## src/rtl/frame_parser.sv

```systemverilog
// frame_parser: hunts a 2-byte sync word, captures length + payload, and replays accepted frames on a
// valid/ready byte stream. Optional CRC-8 trailer check is enabled by defining FRAME_CRC_EN.
module frame_parser #(
    parameter int unsigned MAX_LEN = 64,
    parameter logic [7:0]  SYNC0   = 8'hA5,
    parameter logic [7:0]  SYNC1   = 8'h5A,
    parameter int unsigned TIMEOUT = 1024
) (
    input  logic       aclk,
    input  logic       areset,
    input  logic       in_valid,
    input  logic [7:0] in_data,
    output logic [7:0] m_tdata,
    output logic       m_tvalid,
    output logic       m_tlast,
    input  logic       m_tready,
    output logic       frame_ok,
    output logic       frame_err,
    output logic [1:0] err_code,
    output logic       busy
);
    localparam int unsigned IDX_W     = (MAX_LEN > 1) ? $clog2(MAX_LEN) : 1;
    localparam int unsigned GAP_W     = $clog2(TIMEOUT + 1);
    localparam logic [7:0]  MAX_LEN_B = 8'(MAX_LEN);

`ifdef FRAME_CRC_EN
    typedef enum logic [2:0] {S_IDLE, S_SYNC, S_LEN, S_PAYLOAD, S_CRC, S_SEND} state_e;
`else
    typedef enum logic [2:0] {S_IDLE, S_SYNC, S_LEN, S_PAYLOAD, S_SEND} state_e;
`endif
    typedef enum logic [1:0] {ERR_LEN = 2'd0, ERR_CRC = 2'd1, ERR_TIMEOUT = 2'd2, ERR_BUSY = 2'd3} err_e;

    state_e           state_q;
    err_e             err_code_q;
    logic [7:0]       len_q;
    logic [IDX_W-1:0] idx_q;
    logic [GAP_W-1:0] gap_q;
    logic             drop_seen_q;
    logic [7:0]       m_tdata_q;
    logic             m_tvalid_q, m_tlast_q, frame_ok_q, frame_err_q, busy_q;
    logic [7:0]       buf_mem [MAX_LEN];

    logic in_frame, timeout_hit, wr_en, idx_is_last;

    assign in_frame    = (state_q != S_IDLE) && (state_q != S_SEND);
    // A byte in the cycle the counter would reach TIMEOUT still counts as in time.
    assign timeout_hit = !in_valid && (gap_q == GAP_W'(TIMEOUT - 1));
    assign wr_en       = in_valid && (state_q == S_PAYLOAD);
    assign idx_is_last = (8'(idx_q) == len_q - 8'd1);

`ifdef FRAME_CRC_EN
    logic [7:0] crc_q, crc_d;

    function automatic logic [7:0] crc8_step(input logic [7:0] crc, input logic [7:0] data);
        logic [7:0] c;
        c = crc ^ data;
        for (int i = 0; i < 8; i++) c = c[7] ? ((c << 1) ^ 8'h07) : (c << 1);
        return c;
    endfunction

    assign crc_d = crc8_step((state_q == S_LEN) ? 8'h00 : crc_q, in_data);
`endif

    // NOTE: payload storage carries no reset; it is always written before it is read back.
    always_ff @(posedge aclk) begin
        if (wr_en) buf_mem[idx_q] <= in_data;
    end

    always_ff @(posedge aclk or posedge areset) begin
        if (areset) begin
            state_q     <= S_IDLE;
            err_code_q  <= ERR_LEN;
            len_q       <= '0;
            idx_q       <= '0;
            gap_q       <= '0;
            drop_seen_q <= 1'b0;
            m_tdata_q   <= '0;
            m_tvalid_q  <= 1'b0;
            m_tlast_q   <= 1'b0;
            frame_ok_q  <= 1'b0;
            frame_err_q <= 1'b0;
            busy_q      <= 1'b0;
`ifdef FRAME_CRC_EN
            crc_q       <= '0;
`endif
        end else begin
            frame_ok_q  <= 1'b0;
            frame_err_q <= 1'b0;
            gap_q       <= in_valid ? '0 : gap_q + 1'b1;

            if (in_frame && timeout_hit) begin
                state_q     <= S_IDLE;
                frame_err_q <= 1'b1;
                err_code_q  <= ERR_TIMEOUT;
            end else begin
                case (state_q)
                    S_IDLE: if (in_valid && in_data == SYNC0) state_q <= S_SYNC;
                    S_SYNC: if (in_valid) begin
                        if (in_data == SYNC1)      state_q <= S_LEN;
                        else if (in_data != SYNC0) state_q <= S_IDLE;
                    end
                    S_LEN: if (in_valid) begin
                        if (in_data == 8'd0 || in_data > MAX_LEN_B) begin
                            state_q     <= S_IDLE;
                            frame_err_q <= 1'b1;
                            err_code_q  <= ERR_LEN;
                        end else begin
                            len_q   <= in_data;
                            idx_q   <= '0;
                            state_q <= S_PAYLOAD;
`ifdef FRAME_CRC_EN
                            crc_q   <= crc_d;
`endif
                        end
                    end
                    S_PAYLOAD: if (in_valid) begin
`ifdef FRAME_CRC_EN
                        crc_q <= crc_d;
`endif
                        if (idx_is_last) begin
                            idx_q <= '0;
`ifdef FRAME_CRC_EN
                            state_q <= S_CRC;
`else
                            state_q     <= S_SEND;
                            frame_ok_q  <= 1'b1;
                            busy_q      <= 1'b1;
                            drop_seen_q <= 1'b0;
`endif
                        end else begin
                            idx_q <= idx_q + 1'b1;
                        end
                    end
`ifdef FRAME_CRC_EN
                    S_CRC: if (in_valid) begin
                        if (in_data == crc_q) begin
                            state_q     <= S_SEND;
                            frame_ok_q  <= 1'b1;
                            busy_q      <= 1'b1;
                            drop_seen_q <= 1'b0;
                        end else begin
                            state_q     <= S_IDLE;
                            frame_err_q <= 1'b1;
                            err_code_q  <= ERR_CRC;
                        end
                    end
`endif
                    S_SEND: begin
                        if (in_valid && !drop_seen_q) begin
                            frame_err_q <= 1'b1;
                            err_code_q  <= ERR_BUSY;
                            drop_seen_q <= 1'b1;
                        end
                        // The output register reloads on the same edge it hands off, giving 1 byte/cycle.
                        if (!m_tvalid_q || m_tready) begin
                            if (m_tvalid_q && m_tlast_q) begin
                                m_tvalid_q <= 1'b0;
                                m_tlast_q  <= 1'b0;
                                busy_q     <= 1'b0;
                                state_q    <= S_IDLE;
                            end else begin
                                m_tdata_q  <= buf_mem[idx_q];
                                m_tvalid_q <= 1'b1;
                                m_tlast_q  <= idx_is_last;
                                idx_q      <= idx_q + 1'b1;
                            end
                        end
                    end
                    default: state_q <= S_IDLE;
                endcase
            end
        end
    end

    assign m_tdata   = m_tdata_q;
    assign m_tvalid  = m_tvalid_q;
    assign m_tlast   = m_tlast_q;
    assign frame_ok  = frame_ok_q;
    assign frame_err = frame_err_q;
    assign err_code  = err_code_q;
    assign busy      = busy_q;
endmodule

```

## config.mk

```make
export PLATFORM = sky130hd
export DESIGN_NAME = frame_parser
export DESIGN_NICKNAME = d
export VERILOG_FILES = /design/src/rtl/frame_parser.sv
export SDC_FILE = /design/constraint.sdc
export NUM_CORES = 1
export LEC_CHECK = 0
export CAP_MARGIN = 0
export CORE_ASPECT_RATIO = 0.9
export CORE_MARGIN = 8
export CORE_UTILIZATION = 45
export DETAILED_ROUTE_END_ITERATION = 12
export MAX_ROUTING_LAYER = met4
export PLACE_DENSITY = 0.64
export SYNTH_ARGS = -nofsm -noshare
export SYNTH_HDL_FRONTEND = slang
export SYNTH_SLANG_ARGS = --single-unit
```

## constraint.sdc

```tcl
create_clock -name aclk -period 3.3 [get_ports aclk]
set_input_delay 0.66 -clock aclk [delete_from_list [all_inputs] [get_ports aclk]]
set_output_delay 0.66 -clock aclk [all_outputs]
set_load 0.01 [all_outputs]
```

Word-level counts from Yosys, hierarchy flattened
Memories as Yosys holds them, arrays and structs flattened. A register that Yosys moved wholly into a read port is not among the register bits. Cells that the tools add are included.

Register bits: 36. Memory bits (writable): 512. Input bits: 12. Output and inout bits: 15. Logic and storage cells: 120. Memories kept: 1.

Memories: buf_mem (words 64, bits a word 8, rd ports 1, clocked after memory_dff 1, write ports 1, RTL line 41) `logic [7:0] buf_mem [MAX_LEN];`.

Add/subtract/negate cells: 3. $lt $le $gt $ge: 1. Eq/ne operators: 28. Multiplexer cells: 47. Bitwise gates (word level): 3. Reduce and logical (&&, ||, !) cells: 26.

Operators with widths (number): 6-bit two-way mux (6); 3-bit two-way mux (10); 3-bit inequality test, second input constant (8); 1-bit two-way mux (19); 6-bit one-hot mux with 3 select lines (1); 2-bit inequality test, second input constant (8); 3-bit one-hot mux with 5 select lines (1); 4-bit AND reduction (3); 11-bit by 1-bit adder with 11-bit output, second input constant (1); 11-bit by 10-bit == test with 1-bit output, second input constant (1); 11-bit two-way mux (1); 2-bit two-way mux (5); 3-bit nonzero test (3); 6-bit by 8-bit == test with 1-bit output (1); 8-bit by 7-bit == test with 1-bit output, second input constant (1); 8-bit == test, second input constant (1); 8-bit by 7-bit > comparator with 1-bit output, second input constant (1); 8-bit zero test (1); 8-bit inequality test, second input constant (1); 8-bit AND reduction (1); 8-bit by 1-bit subtractor with 8-bit output, second input constant (1); 1-bit logical AND (7); 7-bit AND reduction (1); 6-bit by 1-bit adder with 6-bit output, second input constant (1); other kinds (15) (24).

Depth between registers and ports, before layout
Depth in word-level cells: 6. Gate-level depth with buffers: 11. Depth with buffers taken out: 9.

Worst setup path before layout
No wires, ideal clock.

Kind: reg2reg. From: register idx_q[1]. To: memory buf_mem[15][0], enable pin. Library setup time: 0.371 ns. Arrival time: 2.308 ns. Data required time: 2.929 ns. Setup slack: 0.622 ns. Cell stages (with the launch flop): 8. Path buffers: 3. Period minus slack after synthesis: 2.678 ns. Cell sequence: dfrtp_1 buf_2 buf_2 inv_1 clkbuf_1 nor3_1 nand3_1 nor2_1.

RTL lines: from (decl) (RTL line 36) `logic [IDX_W-1:0] idx_q;`; from (signal assigned) (RTL line 131) `idx_q <= idx_q + 1'b1;`; from (signal assigned) (RTL line 165) `idx_q <= idx_q + 1'b1;`; to (decl) (RTL line 41).

Straight into the memory's write port.

==> results_dict.tcl <==
set metrics [dict create \
    path_max_fanout 31 \
    drc 0 \
    synthXorXnorAreaFrac_pct 0.553 \
    diodes 0 \
    finalSetupViolations 0 \
    max_freq_mhz 341 \
    final_antenna_net_count 0 \
    r2r-end "m_tdata[2]" \
    worstSetupStartpoint "idx_q[0]" \
    p_sw_share_pct 21.4 \
    synth.area.mux_share_pct 9.96 \
    arrival_ns 3.42 \
    cap_violations 0 \
    period_share_pct 88.8 \
    die_area_um2 56700 \
    critPathCapture "m_tdata[2]" \
    ys_seq_area_share_pct 74.3 \
    syn_nets 1330 \
    ir_drop_v 0.000397 \
    skew_ns 0.0159 \
    power.switching_mw 3.15 \
    postPlaceCellArea_um2 24000 \
    fillCellCount 3877 \
    synth_top_family_by_area "multiplexers" \
    numCtsBuffers 54 \
    cts_tree "built" \
    reg2reg_depth 8 \
    antenna_found_initial 1 \
    comb_power_share_pct 4.5 \
    syn_avg_cell_area_um2 16.9 \
    clock_latency_ns 0.61 \
    slew_violations 0 \
    grt_pass1_wl_um 87600 \
    rows 77 \
    cts_buffer_depth 3 \
    tightest_slew_ns 0.883 \
    wl_per_cell_um 27.6 \
    finalHoldViolations 0 \
    cts.sinks 556 \
    track_usage_pct 21.3 \
    areaGrowthSynthToFinish_pct 16.3 \
    grt_max_degree 67 \
    vias 13054 \
    gp_congestion 0.918 \
    leakagePower_nw 8.51 \
    port_buffers 26 \
    layout-drive-gt1-share_pct 23.1 \
    worstSetupEndpointType "flip-flop" \
    drtIter0Drc 1722 \
    rr_startpoint "idx_q[0]" \
    status "complete, no violations" \
    synth_cell_types 67 \
    htree_levels 2 \
    synthAdderAreaFrac_pct 0.169 \
    pwr-share-clk_pct 42.9 \
    final_nets 1471 \
    p_seq_share_pct 52.6 \
    grt_pass1_vias 12828 \
    ys_warn_count 0 \
    via_per_inst 6.12 \
    start_kind "flip-flop" \
    synthFlopType "edfxtp_1" \
    core_area_um2 48900 \
    synthSimpleGateAreaFrac_pct 5.34 \
    drt_first_pass_iters 5 \
    ctsHoldBuffers 0 \
    synth_edf_count 512 \
    final.setup.tns_ns 0 \
    overflow 0 \
    initial_core_util_pct 45.3 \
    r2r_setup_slack_ns 0.37 \
    critPathRequiredTime_ns 3.79 \
    p_per_area_nw_per_um2 570 \
    synth_top_area_share_pct 69.3 \
    clkTransAtPathRegs_ns 0.06 \
    cts-resized-gates 0 \
    synthArstFlopShare_pct 7.91 \
    worstSetupPathType "reg2reg" \
    syn-instance-count 1315 \
    io_pins 27 \
    synth_area_um2 22200 \
    fp.dieH_um 227 \
    root_buffer "clkbuf_16" \
    cts_setup_buffers 0 \
    layout_min_cycle_time_ns 2.93 \
    rsz0062_at_grt "no" \
    synth-seq-cells 556 \
    die_w_um 250 \
    synth_top_cell_by_area "edfxtp_1" \
    hp-class "in2reg" \
    slew_headroom_pct 41.2 \
    p_int_mw 11.6 \
    wirelength_um 58800 \
    dp_hpwl_um 37500 \
    design_area_um2 25800 \
    synth_compound_area_share_pct 7.90 \
    synthTopCellsByArea "edfxtp_1 (69%), mux4_2 (5.6%), dfrtp_1 (5.0%)" \
]
routing by layer:
layer	routed length [um]	track usage, %	share of wire (%)	vias to the layer above
met3	6080	4.71	10	93
met2	27100	32.2	46	690
met4	1050	4.33	1.8	0
met5	0	-	0	-
li1	-	-	-	5580
met1	24600	29.9	42	6691
synth_stat cells, types with 6 or more instances:
| cell type | count |
|---|---|
| edfxtp_1 | 512 |
| nor2_1 | 125 |
| a221oi_1 | 66 |
| mux4_2 | 55 |
| mux2_2 | 48 |
| clkbuf_1 | 45 |
| nand2_1 | 45 |
| dfrtp_1 | 44 |
| mux2i_1 | 43 |
| a21oi_1 | 37 |
| o21ai_0 | 34 |
| a22oi_1 | 27 |
| o22ai_1 | 22 |
| buf_2 | 21 |
| buf_1 | 17 |
| nor3_1 | 16 |
| nand3_1 | 12 |
| nor2b_1 | 12 |
| inv_1 | 11 |
| xor2_1 | 11 |
| a22o_1 | 7 |
| nand4_1 | 7 |
| a31oi_1 | 6 |
| and2_1 | 6 |
| o22a_1 | 6 |
area by class of cell:
cell class	instances	area, um2	area share (%)
flip-flops and latches	556	16500	63.9
multi-input cells	663	5310	20.6
clock buffers	63	1390	5.37
repair buffers	169	1360	5.26
well taps	632	791	3.07
clock inverters	38	417	1.62
inverters	12	45.0	0.175
power by group through the flow:
stage | clock (mW) | sequential [mW] | combinational, mW
floorplan | 0 | 7.87 | 0.339
global placement | 0 | 7.89 | 0.634
detailed placement | 0 | 7.89 | 0.650
CTS | 6.38 | 7.74 | 0.652
global route | 6.67 | 7.74 | 0.700
finish | 6.31 | 7.74 | 0.657
flip-flops by register name (all words and copies together), names as in the netlist, 2 cells and up:
| register | cells |
|---|---|
| buf_mem | 512 |
| err_code | 2 |
| gap_q | 11 |
| idx_q | 6 |
| len_q | 8 |
| m_tdata | 8 |
| state_q | 3 |
metrics by stage:
step                      utilization [%]  power, mW  instances  hold slack (ns)  setup slack (ns)
after CTS                            52.7       14.8       2133            0.381             0.429
after global placement               49.0       8.52       2032            0.502             0.198
after global routing                 52.7       15.1       2133            0.368             0.250
after detailed placement             49.0       8.54       2032            0.490             0.120
final                                52.7       14.7       2133            0.369             0.369
after floorplan                         -       8.21       1315            0.467             0.622
cells in the final DEF, fill, tap and decap left out, drive strengths merged, types with 22 or more instances in the layout:
cell,count
clkinv,23
a22oi,27
mux2i,43
edfxtp,512
nand2,45
nor2,125
a221oi,66
buf,151
o22ai,22
a21oi,37
o21ai,35
clkbuf,63
dfrtp,44
mux2,48
mux4,55
worst min-delay path by stage:
stage | startpoint | to | slack (ns) | cells past startpoint
floorplan | drop_seen_q | drop_seen_q | 0.47 | 1
global placement | drop_seen_q | drop_seen_q | 0.50 | 1
detailed placement | drop_seen_q | drop_seen_q | 0.49 | 1
CTS | in_data[1] | buf_mem[38][1] | 0.38 | 1
global route | in_data[1] | buf_mem[32][1] | 0.37 | 1
finish | in_data[1] | buf_mem[38][1] | 0.37 | 1
logic make-up after synthesis:
| kind of cell | count (synthesis) |
|---|---|
| XOR/XNOR | 14 |
| adder cells (fa/ha/maj) | 3 |
| multiplexers | 146 |
| AND/OR/NAND/NOR | 257 |
| buffers and inverters | 96 |
| flip-flops | 556 |
| AO/OA/AOI/OAI | 243 |
critical path, stage by stage, from the launching register on:
cell	delay, ns
dfrtp_4	0.68
and2_1	0.52
buf_4	0.32
a221oi_1	0.24
nor2_1	0.11
o21ai_0	0.24
buf_4	0.18
nand4_1	0.18
o32a_1	0.33
Note: power is estimated with default switching activity, not from simulation.
